## src/rtl/collatz_pkg.sv

```systemverilog
// Shared constants and FSM encoding for the Collatz sequencer and its step unit.
package collatz_pkg;

    localparam int DEF_WIDTH  = 16;
    localparam int DEF_STEP_W = 8;
    localparam int SEED_W     = 8;

    typedef enum logic [1:0] {
        ST_IDLE = 2'd0,
        ST_RUN  = 2'd1,
        ST_DONE = 2'd2
    } state_t;

endpackage

```

## src/rtl/collatz_step.sv

```systemverilog
// One combinational Collatz step: hold at 1, halve when even, 3n+1 when odd.
module collatz_step
    import collatz_pkg::*;
#(
    parameter int WIDTH = DEF_WIDTH
) (
    input  logic [WIDTH-1:0] cur,
    output logic [WIDTH-1:0] next_val,
    output logic             ovf
);

    localparam logic [WIDTH+1:0] WIDE_ONE = (WIDTH+2)'(1);

    // Two guard bits make 3n+1 exact for any WIDTH-bit n, so overflow is just the top bits.
    logic [WIDTH+1:0] triple;

    always_comb begin
        triple   = ({2'b00, cur} << 1) + {2'b00, cur} + WIDE_ONE;
        next_val = cur;
        ovf      = 1'b0;
        if (cur == WIDTH'(1)) begin
            next_val = cur;
        end else if (!cur[0]) begin
            next_val = cur >> 1;
        end else begin
            next_val = triple[WIDTH-1:0];
            ovf      = |triple[WIDTH+1:WIDTH];
        end
    end

endmodule

```

## src/rtl/collatz_sequencer.sv

```systemverilog
// Walks a Collatz sequence from an 8-bit seed, one step per cycle, reporting
// step count, peak value and an error flag for zero seed, overflow or step saturation.
module collatz_sequencer
    import collatz_pkg::*;
#(
    parameter int WIDTH  = DEF_WIDTH,
    parameter int STEP_W = DEF_STEP_W
) (
    input  logic              clk,
    input  logic              rst_n,
    input  logic              start,
    input  logic [7:0]        start_value,
    output logic              busy,
    output logic              done,
    output logic [STEP_W-1:0] steps,
    output logic [WIDTH-1:0]  peak,
    output logic              err,
    output logic [1:0]        fsm_state
);

    localparam logic [STEP_W-1:0] STEP_MAX = '1;

    state_t           state;
    state_t           state_next;
    logic [WIDTH-1:0] cur;
    logic [WIDTH-1:0] step_val;
    logic             step_ovf;
    logic             at_one;
    logic             sat;

    collatz_step #(.WIDTH(WIDTH)) u_step (
        .cur      (cur),
        .next_val (step_val),
        .ovf      (step_ovf)
    );

    assign at_one = (cur == WIDTH'(1));
    assign sat    = (steps == STEP_MAX);

    always_ff @(posedge clk or negedge rst_n) begin
        if (!rst_n) state <= ST_IDLE;
        else        state <= state_next;
    end

    always_comb begin
        state_next = state;
        case (state)
            ST_IDLE: if (start) state_next = (start_value == 8'd0) ? ST_DONE : ST_RUN;
            ST_RUN:  if (at_one || sat || step_ovf) state_next = ST_DONE;
            ST_DONE: state_next = ST_IDLE;
            default: state_next = ST_IDLE;
        endcase
    end

    always_comb begin
        busy      = (state == ST_RUN);
        done      = (state == ST_DONE);
        fsm_state = state;
    end

    // A terminating RUN cycle (saturation or overflow) flags err but leaves cur, steps and peak as they were.
    always_ff @(posedge clk or negedge rst_n) begin
        if (!rst_n) begin
            cur   <= '0;
            steps <= '0;
            peak  <= '0;
            err   <= 1'b0;
        end else begin
            case (state)
                ST_IDLE: begin
                    if (start) begin
                        cur   <= WIDTH'(start_value);
                        steps <= '0;
                        peak  <= WIDTH'(start_value);
                        err   <= (start_value == 8'd0);
                    end
                end
                ST_RUN: begin
                    if (!at_one) begin
                        if (sat || step_ovf) begin
                            err <= 1'b1;
                        end else begin
                            cur   <= step_val;
                            steps <= steps + STEP_W'(1);
                            if (step_val > peak) peak <= step_val;
                        end
                    end
                end
                default: ;
            endcase
        end
    end

endmodule

```

## config.mk

```make
export PLATFORM = sky130hd
export DESIGN_NAME = collatz_sequencer
export DESIGN_NICKNAME = d
export VERILOG_FILES = /design/src/rtl/collatz_pkg.sv /design/src/rtl/collatz_step.sv /design/src/rtl/collatz_sequencer.sv
export SDC_FILE = /design/constraint.sdc
export NUM_CORES = 1
export LEC_CHECK = 0
export ABC_AREA = 1
export CORE_MARGIN = 2
export CORE_UTILIZATION = 30
export DETAILED_ROUTE_END_ITERATION = 10
export GPL_TIMING_DRIVEN = 0
export PLACE_DENSITY = 0.49
export SLEW_MARGIN = 40
export SYNTH_ARGS = -nofsm -noshare
export SYNTH_HDL_FRONTEND = slang
export SYNTH_HIERARCHICAL = 1
export SYNTH_SLANG_ARGS = --single-unit
```

## constraint.sdc

```tcl
create_clock -name clk -period 4.49 [get_ports clk]
set_clock_uncertainty 0.1 [all_clocks]
set_input_delay 0.898 -clock clk [delete_from_list [all_inputs] [get_ports clk]]
set_output_delay 0.898 -clock clk [all_outputs]
set_load 0.01 [all_outputs]
```

==> reports/qor.yml, run 1 <==
run_status:
  status: "finished, final reports clean"
setup_path:
  worst-path-max-fanout: 10
  rrSetupSlack_ps: 560
  worstReg2RegEnd: "peak[8]"
  crit_top_cell: "nand2_1"
  slowest_stage: "dfrtp_1"
  worst-r2r-cell-count: 21
  cp-end-kind: "register"
  rr_startpoint: "cur[0]"
  cp_cell_sequence: "inv_1 -> ha_1 -> nor3_2 -> nand2_1 -> nand3_1 -> nand2_1 -> nand2_1 -> nand2_1 -> nand3_1 -> nand2_1 -> ha_1 -> nand2_1 -> nor3_1 -> nand2_1 -> nand2_1 -> nand2_1 -> nand2_1 -> nand2_4 -> buf_4 -> nand2_1 -> nand2_1"
  worst_ep_arrival_time_ps: 4000
  startpoint_type: "register"
  worstPathRequired_ps: 4570
  path_class: "reg -> reg"
  max_stage_delay_ps: 560
sta:
  max_slew_margin: 0.591
  finalHoldViolCount: 0
  finalCriticalPeriod_ps: 3930
  final.period_utilization: 0.875
  slew_viol_final: 0
  fmax_ghz: 0.255
  fin_ws_ps: 563
  grt_setup_unrepaired: "false"
  setup_viol: 0
  tightestPinTransition_ps: 613
  fin_setup_tns_ps: 0
synth:
  yosysWarnings: 6
  synth-main-ff-cell: "dfrtp_1"
  synth_edf_count: 0
  synth_xor_area_frac: 0.0173
  yosys.area_share.adder: 0.137
  synth.area.mux_share: 0
  syn_avg_cell_area_um2: 6.61
  netlist_top_cells_area: "dfrtp_1 27%, nand2_1 19%, ha_1 13%"
  yosysTopAreaCell: "dfrtp_1"
  synth_compound_area_frac: 0.103
  synthCells: 614
  ys_seq_area_frac: 0.265
  synth_top_family_by_area: "simple AND/OR/NAND/NOR gates"
  synth.top_cell.area_share: 0.265
  synth_seq_cells: 43
  async_reset_ff_frac: 1.00
  syn_area_mm2: 0.00406
  yosysUniqueCellTypes: 42
  synth-simple-area-share: 0.353
  synth_nets: 669
clocking:
  post-cts-setup-buffers: 0
  cts_root_buffer: "clkbuf_16"
  cts_hold_buf: 0
  cts_max_level: 2
  cts_tree: "done"
  clock_latency_ps: 290
  cts_buffers: 5
  clkTransAtPathRegs_ps: 60
  clock_sinks: 43
  clockBufferDepth: 2
  ctsResizeCount: 0
finish:
  final_common_cell: "nand2_1"
  insertedDiodeCount: 0
  drive_above_1_share: 0.0785
  syn2layout_area_growth_pct: 19.8
  fin_util: 0.367
  fin_nets: 716
  layout_common_cells: "205 x nand2_1, 104 x inv_1, 43 x ha_1, 43 x dfrtp_1, 42 x nand3_1"
grt:
  grt_max_degree: 26
  antenna_found_initial: 0
  track_usage: 0.167
  grt_pass1_vias: 3869
  grt_pass1_wl_um: 19000
  overflow: 0
floorplanning:
  die_w_um: 120
  io_pins: 40
  rows: 42
  initial_core_util: 0.307
  dieArea_mm2: 0.0145
  core_area_mm2: 0.0132
  die_y_um: 120
route:
  post_drt_wl_per_cell_um: 13.9
  num_vias: 3905
  wl_um: 11600
  dr.first_iter.drc_count: 219
  viasPerCell: 4.66
  ant_nets: 0
  drc_errors: 0
  firstDrtPassIters: 4
place:
  pre_cts_slack_ps: 556
  portBuffers: 39
  hpwlAfterDp_um: 9550
  place.gp.congestion: 0.910
power_and_ir_drop:
  p_leak_uw: 0.00253
  power_density_mw_per_mm2: 755
  power_uw: 3670
  vdd.ir_drop.worst_v: 0.000360
run:
  drv_cap: 0
worst_hold_path:
  hold_class: "in -> async"
==> worst max path at each step <==
stage	slack [ps]	endpoint	depth (start not counted)	start
floorplan	1360	peak[13]	21	cur[0]
CTS	520	peak[8]	21	cur[0]
global placement	560	peak[10]	21	cur[0]
finish	560	peak[8]	21	cur[0]
detailed placement	560	peak[8]	21	cur[0]
global route	220	peak[8]	21	cur[0]
==> final cells by class <==
cell class | count | area [um^2]
clock buffers | 6 | 139
flip-flops and latches | 43 | 1080
clock inverters | 2 | 35.0
plain buffers | 10 | 68.8
fillers | 1444 | 8380
inverters | 112 | 434
repair buffers | 40 | 408
multi-input cells | 449 | 2480
well taps | 176 | 220
==> kinds of logic after synthesis <==
| group | Yosys count |
|---|---|
| adders and majority gates | 44 |
| and+or+nand+nor | 328 |
| AOI/OAI and AO/OA | 69 |
| buffers and inverters | 122 |
| xor gates and xnor gates | 8 |
| DFF | 43 |
==> state kept, by name, summed over array words and instances (netlist names) <==
name / count
steps: 8
peak: 16
err: 1
fsm_state: 2
cur: 16
==> per-layer routing <==
layer / routed length (um) / global-route usage / vias to the layer above
met5: 0 / 0 / -
met2: 5660 / 0.299 / 61
met4: 272 / 0.0596 / 0
met1: 5420 / 0.205 / 1797
li1: - / - / 2031
met3: 275 / 0.0208 / 16
==> cell usage after synthesis, types with 6 or more instances <==
| library cell | n |
|---|---|
| nor2_1 | 41 |
| dfrtp_1 | 43 |
| nand2_1 | 205 |
| nand4_1 | 11 |
| nand3_1 | 42 |
| inv_1 | 104 |
| ha_1 | 43 |
| o21ai_0 | 12 |
| o21bai_1 | 6 |
| nand2_2 | 6 |
| o21ai_1 | 15 |
| a21oi_1 | 20 |
| xor2_1 | 7 |
==> report_power, final <==
group	internal [uW]	switching (uW)
Sequential	524	167
Clock	277	150
Combinational	915	1640
Total	1710	1960
==> worst max-delay path: cells and delay by family, from the launching register on <==
kind / cells / cell delay [ps]
DFF: 1 / 560
adders and majority gates: 2 / 690
and+or+nand+nor: 17 / 1980
buffers and inverters: 2 / 450
==> per-stage QoR <==
step	hold slack (ps)	cell area, um^2	instances
6_report	381	4860	838
5_1_grt	398	4860	838
4_1_cts	386	4860	838
3_5_place_dp	388	4690	830
3_3_place_gp	386	4670	829
2_1_floorplan	423	4060	614
Note: power is estimated with default switching activity, not from simulation.
==> run 2, diff against run 1 <==
--- a/constraint.sdc
+++ b/constraint.sdc
@@ -4,2 +4,2 @@
 set_output_delay 0.898 -clock clk [all_outputs]
-set_load 0.01 [all_outputs]
+set_load 0.02 [all_outputs]
==> results of run 2 <==
Same layout as run 1 (identical final DEF). Status: finished, final reports clean.
Among the figures that moved: total power 3670 uW -> 3740 uW; worst IR drop on VDD 0.000360 V -> 0.000379 V
==> run 3, diff against run 2 <==
- CORE_MARGIN: 2 -> unset
- RECOVER_POWER: unset -> 50
==> run 3 against run 2 <==
The flow now finishes with violations (capacitance limit, slew limit). Design area decreased by 0.72%. Sequential share of layout area increased by 0.16 points. First-iteration DRC count decreased by 25%. Global-route usage increased by 0.51 points. Die area decreased by 3.3%. Utilization decreased by 0.26 points. Power decreased by 1.6%. Clock-buffer cell count unchanged. Final cell count decreased by 0.12%. Combinational power decreased by 2%. Largest cell class unchanged. Largest power group unchanged.
==> reports/qor.yml, run 3 (synthesis gave the netlist of run 1 again) <==
setup_path:
  rrSetupSlack_ps: 610  # was 560 ps
  cp-end-kind: "register"  # unchanged
  crit_top_cell: "nand2_1"  # unchanged
  max_stage_delay_ps: 540  # was 560 ps
  worst-path-max-fanout: 10  # unchanged
  worst_ep_arrival_time_ps: 3960  # was 4000 ps
  worstReg2RegEnd: "peak[9]"  # was peak[8]
  slowest_stage: "dfrtp_1"  # unchanged
  cp_cell_sequence: "inv_1 -> fa_1 -> inv_1 -> nand4_1 -> nand3_2 -> nand2_1 -> nand2_1 -> nand2_1 -> nand3_1 -> nand2_1 -> ha_1 -> nand2_1 -> nor3_1 -> nand2_1 -> nand2_1 -> nand2_1 -> nand2_1 -> nand2_4 -> buf_4 -> nand2_1 -> nand2_1"  # was inv_1 -> ha_1 -> nor3_2 -> nand2_1 -> nand3_1 -> nand2_1 -> nand2_1 -> nand2_1 -> nand3_1 -> nand2_1 -> ha_1 -> nand2_1 -> nor3_1 -> nand2_1 -> nand2_1 -> nand2_1 -> nand2_1 -> nand2_4 -> buf_4 -> nand2_1 -> nand2_1
  rr_startpoint: "cur[0]"  # unchanged
  worst-r2r-cell-count: 21  # unchanged
  startpoint_type: "register"  # unchanged
  path_class: "reg -> reg"  # unchanged
  worstPathRequired_ps: 4570  # about the same
finish:
  drive_above_1_share: 0.0726  # was 0.0785
  insertedDiodeCount: 0  # unchanged
  fin_nets: 716  # unchanged
  syn2layout_area_growth_pct: 18.9  # was 19.8%
  final_common_cell: "nand2_1"  # unchanged
  layout_common_cells: "205 x nand2_1, 104 x inv_1, 43 x ha_1, 43 x dfrtp_1, 42 x nand3_1"  # unchanged
  reg_top3: "cur (16), peak (16), steps (8)"  # unchanged
  fin_util: 0.364  # was 0.367
floorplanning:
  io_pins: 40  # unchanged
  dieArea_mm2: 0.0140  # was 0.0145 mm^2
  die_w_um: 118  # was 120 um
  rows: 42  # unchanged
  core_area_mm2: 0.0132  # unchanged
  initial_core_util: 0.307  # unchanged
  die_y_um: 118  # was 120 um
place:
  hpwlAfterDp_um: 9330  # was 9550 um
  place.gp.congestion: 0.880  # was 0.910
  pre_cts_slack_ps: 579  # was 556 ps
  portBuffers: 39  # unchanged
grt:
  grt_pass1_wl_um: 19100  # was 19000 um
  overflow: 0  # unchanged
  grt_pass1_vias: 3848  # was 3869
  grt_max_degree: 33  # was 26
  antenna_found_initial: 0  # unchanged
  track_usage: 0.172  # was 0.167
clocking:
  cts_max_level: 2  # unchanged
  clkTransAtPathRegs_ps: 60  # about the same
  cts_hold_buf: 0  # unchanged
  clockBufferDepth: 2  # unchanged
  cts_buffers: 5  # unchanged
  cts_root_buffer: "clkbuf_16"  # unchanged
  ctsResizeCount: 0  # unchanged
  post-cts-setup-buffers: 0  # unchanged
  clock_latency_ps: 290  # about the same
  cts_tree: "done"  # unchanged
  clock_sinks: 43  # unchanged
sta:
  fin_ws_ps: 611  # was 563 ps
  setup_viol: 0  # unchanged
  finalCriticalPeriod_ps: 3880  # was 3930 ps
  tightestPinTransition_ps: 1810  # was 613 ps
  max_slew_margin: -0.206  # was 0.591
  grt_setup_unrepaired: "false"  # unchanged
  fmax_ghz: 0.258  # was 0.255 GHz
  final.period_utilization: 0.864  # was 0.875
  fin_setup_tns_ps: 0  # unchanged
  finalHoldViolCount: 0  # unchanged
  slew_viol_final: 33  # was 0
  hold_slack_ps: 392  # was 381 ps
power_and_ir_drop:
  p_leak_uw: 0.00254  # was 0.00253 uW
  pwr-share-seq: 0.187  # was 0.185
  power_density_mw_per_mm2: 761  # was 768 mW/mm^2
  p_switching_uw: 2000  # was 2020 uW
  p_sw_frac: 0.543  # was 0.541
  power.internal_uw: 1680  # was 1720 uW
  power_uw: 3670  # was 3740 uW
  vdd.ir_drop.worst_v: 0.000327  # was 0.000379 V
  pwr-share-clk: 0.110  # was 0.114
  p_comb_frac: 0.703  # was 0.701
route:
  viasPerCell: 4.61  # was 4.66
  drc_errors: 0  # unchanged
  num_vias: 3856  # was 3905
  wl_um: 11300  # was 11600 um
  post_drt_wl_per_cell_um: 13.4  # was 13.9 um
  ant_nets: 0  # unchanged
  dr.first_iter.drc_count: 165  # was 219
  firstDrtPassIters: 4  # unchanged
run:
  drv_cap: 1  # was 0
worst_hold_path:
  hp-start: "peak[15]"
  min_to: "peak[15]"
  min_delay_path_depth: 2
  hold_class: "reg -> reg"  # was in -> async
run_status:
  violations: "capacitance limit, slew limit"
  status: "finished, violations left"  # was finished, final reports clean
-- run 3: worst max-delay path, delay by kind of cell, from the launching register on --
| kind | cells | cell delay [ps] |
|---|---|---|
| and+or+nand+nor | 16 | 1780 |
| adders and majority gates | 2 | 810 |
| buffers and inverters | 3 | 530 |
| DFF | 1 | 540 |
-- run 3: layer usage --
metal	global-route usage	share of wire	vias up
met1	0.221	0.48	1753
met2	0.298	0.48	60
met3	0.0212	0.031	11
li1	-	-	2032
met4	0.0529	0.018	0
met5	0	0	-
-- run 3: worst max path at each step --
stage / startpoint / end / slack (ps)
after global routing: cur[0] / peak[15] / 240
after CTS: cur[0] / peak[10] / 550
after global placement: cur[0] / peak[13] / 580
after detailed placement: cur[0] / peak[10] / 580
final: cur[0] / peak[9] / 610
after floorplan: cur[0] / peak[10] / 1360
-- run 3: area by class of cell --
class,count,area (um^2)
flip-flops and latches,43,1080
plain buffers,10,68.8
inverters,112,434
well taps,176,220
repair buffers,40,388
multi-input cells,449,2480
clock inverters,1,30.0
clock buffers,6,129
fillers,1457,8420
-- run 3: power by group through the flow --
stage / combinational [uW] / clock [uW] / sequential [uW]
4_1_cts: 2630 / 417 / 692
5_1_grt: 2920 / 431 / 713
2_1_floorplan: 1760 / 0 / 739
3_3_place_gp: 2600 / 0 / 696
3_5_place_dp: 2610 / 0 / 698
6_report: 2580 / 404 / 687
-- run 3: through the flow --
stage,instance area (um^2),cells
final,4830,837
after global placement,4670,829
after floorplan,4060,614
after CTS,4850,837
after global routing,4830,837
after detailed placement,4690,830
==> variant 1 (config.mk and constraints of run 3) <==
Add an input register stage for `start` and `start_value`, without a reset; this delays them by one clock.
--- a/src/rtl/collatz_sequencer.sv
+++ b/src/rtl/collatz_sequencer.sv
@@ -19,6 +19,14 @@
 );
 
     localparam logic [STEP_W-1:0] STEP_MAX = '1;
+
+    logic start_q;
+    logic [7:0] start_value_q;
+
+    always_ff @(posedge clk) begin
+        start_q       <= start;
+        start_value_q <= start_value;
+    end
 
     state_t           state;
     state_t           state_next;
@@ -45,7 +53,7 @@
     always_comb begin
         state_next = state;
         case (state)
-            ST_IDLE: if (start) state_next = (start_value == 8'd0) ? ST_DONE : ST_RUN;
+            ST_IDLE: if (start_q) state_next = (start_value_q == 8'd0) ? ST_DONE : ST_RUN;
             ST_RUN:  if (at_one || sat || step_ovf) state_next = ST_DONE;
             ST_DONE: state_next = ST_IDLE;
             default: state_next = ST_IDLE;
@@ -68,11 +76,11 @@
         end else begin
             case (state)
                 ST_IDLE: begin
-                    if (start) begin
-                        cur   <= WIDTH'(start_value);
+                    if (start_q) begin
+                        cur   <= WIDTH'(start_value_q);
                         steps <= '0;
-                        peak  <= WIDTH'(start_value);
-                        err   <= (start_value == 8'd0);
+                        peak  <= WIDTH'(start_value_q);
+                        err   <= (start_value_q == 8'd0);
                     end
                 end
                 ST_RUN: begin
Behaviour: not the same (Yosys sat finds a counterexample within 4 cycles, from zero or initial values and one cycle with rst_n low).
==> variant 1 against run 3 <==
  * The flow still finishes with violations (max-capacitance violations, max-slew violations)
  * Cell area rose by 4.7%
  * Fmax grew 9.0%
  * Synthesized area increased by 5.7%
  * Highest routed layer unchanged
  * Final cell count grew 0.36%
  * Die area is 5.6% higher
  * Sequential cell count increased by 9
  * Wire length rose by 0.69%
  * Power decreased by 5.9%
  * Setup slack better by 320 ps
==> variant 1: results (changes against run 3) <==
===============================================================================
Status                                                             complete, but fails checks
Violations in the final reports                                    max-capacitance violations, max-slew violations
Final net count                                                             714   -0.28%
Internal power                                                          1.63 mW   -2.6%
Final Slew Violations                                                        35   +6.1%
Vias per cell                                                              4.65   +0.88%
Largest registers                                                  cur: 16 flops, peak: 16 flops
Portion of the post-synthesis area used by sequential elements            29.3%   +2.8 points
Total number of vias                                                       3904   +1.2%
Final weighted congestion of routability-driven global placement          0.854   -3.0%
Fillcell total                                                             1495   +2.6%
Share of layout cells above drive strength 1                              8.64%   +1.4 points
Static Leakage                                                          2.59 nW   +1.9%
Max-slew headroom at the worst pin                                       -27.9%   -7.3 points
Buffer count excluding the clock tree in the final layout                    51   +2.0%
Worst hold margin                                                        411 ps   +19.0 ps
Data arrival, critical path                                             3640 ps   -320 ps
Global-route usage over all layers                                        16.5%   -0.66 points
Setup slack, reg-to-reg                                                  930 ps   +320 ps
Crit Path Max Fanout                                                          9   -1
Worst reg2reg path depth                                                     18   -14%
Non-clock buffers, area share                                             9.16%   -0.30 points
Detailed Route Iter0 Violations                                             226   +37%
Clk_buf instances                                                             7   +1
Maximum capacitance violations                                                1   unchanged
Cell count after placement                                                  832   +0.24%
FFs w/ async S/R, synth                                                   82.7%   -17 points
Syn Inst Count                                                              612   -0.33%
Multi-input gates                                                           455   +1.3%
Total wirelength of the detailed-routed design                         11300 um   +0.69%
Endpoint of the worst hold-timing path                             err$_DFFE_PN0P_
Clock tree sinks                                                             52   +21%
Cell area after placement                                             4920 um^2   +5.0%
===============================================================================
==> variant 1: layer usage <==
metal | GRT usage (%) | up-vias | wire length [um]
met5 | 0 | - | 0
li1 | - | 2055 | -
met2 | 27.1 | 56 | 5200
met3 | 1.69 | 11 | 307
met1 | 23.0 | 1782 | 5660
met4 | 4.24 | 0 | 165
==> variant 1: how the worst max path moves through the flow <==
stage                     endpoint  slack, ps  depth (start not counted)
5_1_grt        peak[1]$_DFFE_PN0P_        560                         22
2_1_floorplan  peak[7]$_DFFE_PN0P_       1480                         21
6_report       peak[1]$_DFFE_PN0P_        930                         18
3_5_place_dp   peak[7]$_DFFE_PN0P_        910                         18
3_3_place_gp   peak[4]$_DFFE_PN0P_        920                         18
4_1_cts        peak[1]$_DFFE_PN0P_        900                         18
==> variant 1: cells by family (layout without fill, tap and decap cells) <==
kind of cell | Yosys count | count (layout) | synth area share (%)
adder cells (fa/ha/maj) | 44 | 44 | 13.0
AND/OR/NAND/NOR | 330 | 330 | 36.0
buffers and inverters | 105 | 153 | 10.2
AO/OA/AOI/OAI | 75 | 75 | 10.2
flip-flops | 52 | 52 | 29.3
XOR/XNOR | 6 | 6 | 1.22
==> variant 1: critical path: stages, from the launching register on <==
cell and delay (ps):
sky130_fd_sc_hd__dfrtp_1 510, sky130_fd_sc_hd__inv_1 220, sky130_fd_sc_hd__fa_1 500, sky130_fd_sc_hd__inv_1 80, sky130_fd_sc_hd__nand4_1 110, sky130_fd_sc_hd__nand3_2 120
sky130_fd_sc_hd__a21oi_1 70, sky130_fd_sc_hd__o21ai_0 90, sky130_fd_sc_hd__nand3_1 160, sky130_fd_sc_hd__ha_1 330, sky130_fd_sc_hd__nand2_1 70, sky130_fd_sc_hd__nor2_1 140
sky130_fd_sc_hd__nand4_1 190, sky130_fd_sc_hd__nor2_2 250, sky130_fd_sc_hd__nor2_8 100, sky130_fd_sc_hd__nand2_8 110, sky130_fd_sc_hd__nand2_2 140, sky130_fd_sc_hd__nand2_1 110
sky130_fd_sc_hd__nand2_1 50
==> variant 1: stage by stage <==
step                util, %  total power [mW]  worst slack [ps]
floorplan                 -              2.42              1480
global placement       35.2              3.09               923
detailed placement     35.3              3.11               910
CTS                    36.4              3.52               898
global route           36.3              3.84               556
finish                 36.3              3.46               930
==> variant 1: power groups by stage <==
stage          clock, mW  combinational, mW  sequential [mW]
4_1_cts            0.405               2.37            0.744
5_1_grt            0.423               2.65            0.767
2_1_floorplan          0               1.65            0.774
3_3_place_gp           0               2.34            0.751
3_5_place_dp           0               2.36            0.752
6_report           0.391               2.33            0.740
==> variant 2 (flow settings as in run 3) <==
Without the edit above. Change the package constant `DEF_STEP_W` from 8 to 7.
--- a/src/rtl/collatz_pkg.sv
+++ b/src/rtl/collatz_pkg.sv
@@ -2,7 +2,7 @@
 package collatz_pkg;
 
     localparam int DEF_WIDTH  = 16;
-    localparam int DEF_STEP_W = 8;
+    localparam int DEF_STEP_W = 7;
     localparam int SEED_W     = 8;
 
     typedef enum logic [1:0] {
Interface: changed (resized steps); port bits go from 40 to 39. No check against the original RTL was run, so the function may have changed too.
==> variant 2 against run 3 <==
  * The run still ends with max-capacitance violations, max-slew violations left
  * Sequential power is 5.2% lower
  * Sequential cell count shrank 1
  * Wire length fell by 0.41%
  * Fmax is 7.4% higher
  * Setup slack improved by 270 ps
  * Synthesized cell count fell by 3.9%
  * Count of clock-buffer cells in the layout is 1 higher
  * Synthesized area is 0.28% lower
  * Cell area is 0.67% lower
  * Sequential share of layout area fell by 0.37 points
  * Power decreased by 7.9%
  * Critical endpoint is now peak[12]$_DFFE_PN0P_
  * Largest cell class unchanged
  * Largest power group unchanged
==> variant 2: results (changes against run 3) <==
================================================================================
Worst hold margin                                                         365 ps   -27.2 ps
Met3 Routed Length                                                        214 um   -39%
HPWL after DPL                                                           9160 um   -1.8%
Main area contributors after synthesis                              sky130_fd_sc_hd__dfrtp_1, sky130_fd_sc_hd__nand2_1, sky130_fd_sc_hd__ha_1, sky130_fd_sc_hd__inv_1, sky130_fd_sc_hd__nand3_1
First-pass GRT wire length                                              19100 um   -0.18%
Global-route met2 utilization                                              30.2%   +0.44 points
Critical path's largest stage delay                                       520 ps   -20 ps
Met1 wire length                                                         5460 um   +2.0%
GR Layer Usage met3                                                        1.69%   -0.43 points
Data arrival, critical path                                              3730 ps   -230 ps
Worst reg2reg path depth                                                      18   -14%
Share of layout cells above drive strength 1                               8.63%   +1.4 points
Fillcell total                                                              1407   -3.4%
Final net count                                                              691   -3.5%
Worst reg2reg startpoint                                            cur[0]$_DFFE_PN0P_
Post-placement worst setup slack                                          856 ps   +278 ps
Routed wire length on met2                                               5420 um   +1.3%
VDD IR max                                                              0.530 mV   +62%
Min-Delay Path Class                                                    in2async
Max H-tree Level                                                               2   unchanged
Violations in the final reports                                     max-capacitance violations, max-slew violations
Via count of the first global-routing pass                                  3817   -0.81%
Final Slew Violations                                                         38   +15%
Portion of the post-synthesis area used by sequential elements             26.0%   -0.54 points
Status                                                              complete, but fails checks
Largest registers                                                   cur: 16 flops, peak: 16 flops, steps: 7 flops
Achievable clock frequency                                               277 MHz   +7.4%
Number of antenna violations at the first check in global routing              0   unchanged
Vias per cell                                                               4.65   +0.98%
Post-synth cell types                                                         45   +7.1%
Max-slew headroom at the worst pin                                        -39.4%   -19 points
Post-synth net total                                                         645   -3.6%
Total number of yosys warnings                                                 6   unchanged
Top cell types by occurrence after synthesis                        sky130_fd_sc_hd__nand2_1, sky130_fd_sc_hd__inv_1, sky130_fd_sc_hd__ha_1
Met1 usage                                                                 22.3%   +0.25 points
Static Leakage                                                           2.50 nW   -1.7%
Detailed Route Iter0 Violations                                              178   +7.9%
Number of CTS-inserted buffers                                                 5   unchanged
Maximum capacitance violations                                                 1   unchanged
Worst setup endpoint                                                peak[12]$_DFFE_PN0P_
Root Driver                                                         sky130_fd_sc_hd__clkbuf_16
Global-route usage over all layers                                         17.1%   -0.062 points
Number of buffers added on ports                                              38   -2.6%
Drt wl/cell                                                              13.8 um   +2.5%
Clock insertion delay at the later pin of the skew report                 290 ps   about the same
Final weighted congestion of routability-driven global placement           0.837   -5.0%
Maximum number of pins on one net before global-route repair                  38   +15%
Setup slack, reg-to-reg                                                   880 ps   +270 ps
Switching power share of the total                                         53.8%   -0.56 points
================================================================================
-- variant 2: how the worst min path moves through the flow --
stage | from | to | cells past startpoint
2_1_floorplan | cur[11]$_DFFE_PN0P_ | cur[11]$_DFFE_PN0P_ | 2
3_3_place_gp | steps[6]$_DFFE_PN0P_ | steps[6]$_DFFE_PN0P_ | 1
3_5_place_dp | err$_DFFE_PN0P_ | err$_DFFE_PN0P_ | 1
4_1_cts | rst_n | peak[15]$_DFFE_PN0P_ | 1
5_1_grt | rst_n | peak[12]$_DFFE_PN0P_ | 1
6_report | rst_n | peak[15]$_DFFE_PN0P_ | 1
-- variant 2: final cells by class --
cell class / instances / share of cell area [%]
plain buffers: 11 / 1.67
clock buffers: 7 / 2.98
clock inverters: 1 / 0.104
inverters: 96 / 7.75
multi-input cells: 441 / 53.1
flip-flops and latches: 42 / 21.9
well taps: 176 / 4.59
repair buffers: 39 / 7.88
-- variant 2: power by group through the flow --
| stage | Sequential [mW] | Combinational [mW] | Clock, mW |
|---|---|---|---|
| after global routing | 0.672 | 2.67 | 0.391 |
| after floorplan | 0.688 | 1.67 | 0 |
| after CTS | 0.654 | 2.41 | 0.379 |
| after detailed placement | 0.660 | 2.40 | 0 |
| final | 0.651 | 2.37 | 0.367 |
| after global placement | 0.657 | 2.35 | 0 |
-- variant 2: stage by stage --
step | instances | cell area, um^2 | power, mW
after floorplan | 590 | 4050 | 2.36
after global placement | 804 | 4650 | 3.00
after detailed placement | 805 | 4670 | 3.06
after CTS | 813 | 4810 | 3.45
after global routing | 813 | 4790 | 3.73
final | 813 | 4790 | 3.39
-- variant 2: cells by family after synthesis --
group / Yosys count / share of synthesized area [%]
xor+xnor: 5 / 1.08
flops: 42 / 26.0
fa+ha+maj: 44 / 13.8
simple gates: 314 / 36.5
buf+inv: 107 / 11.2
compound gates: 78 / 11.5
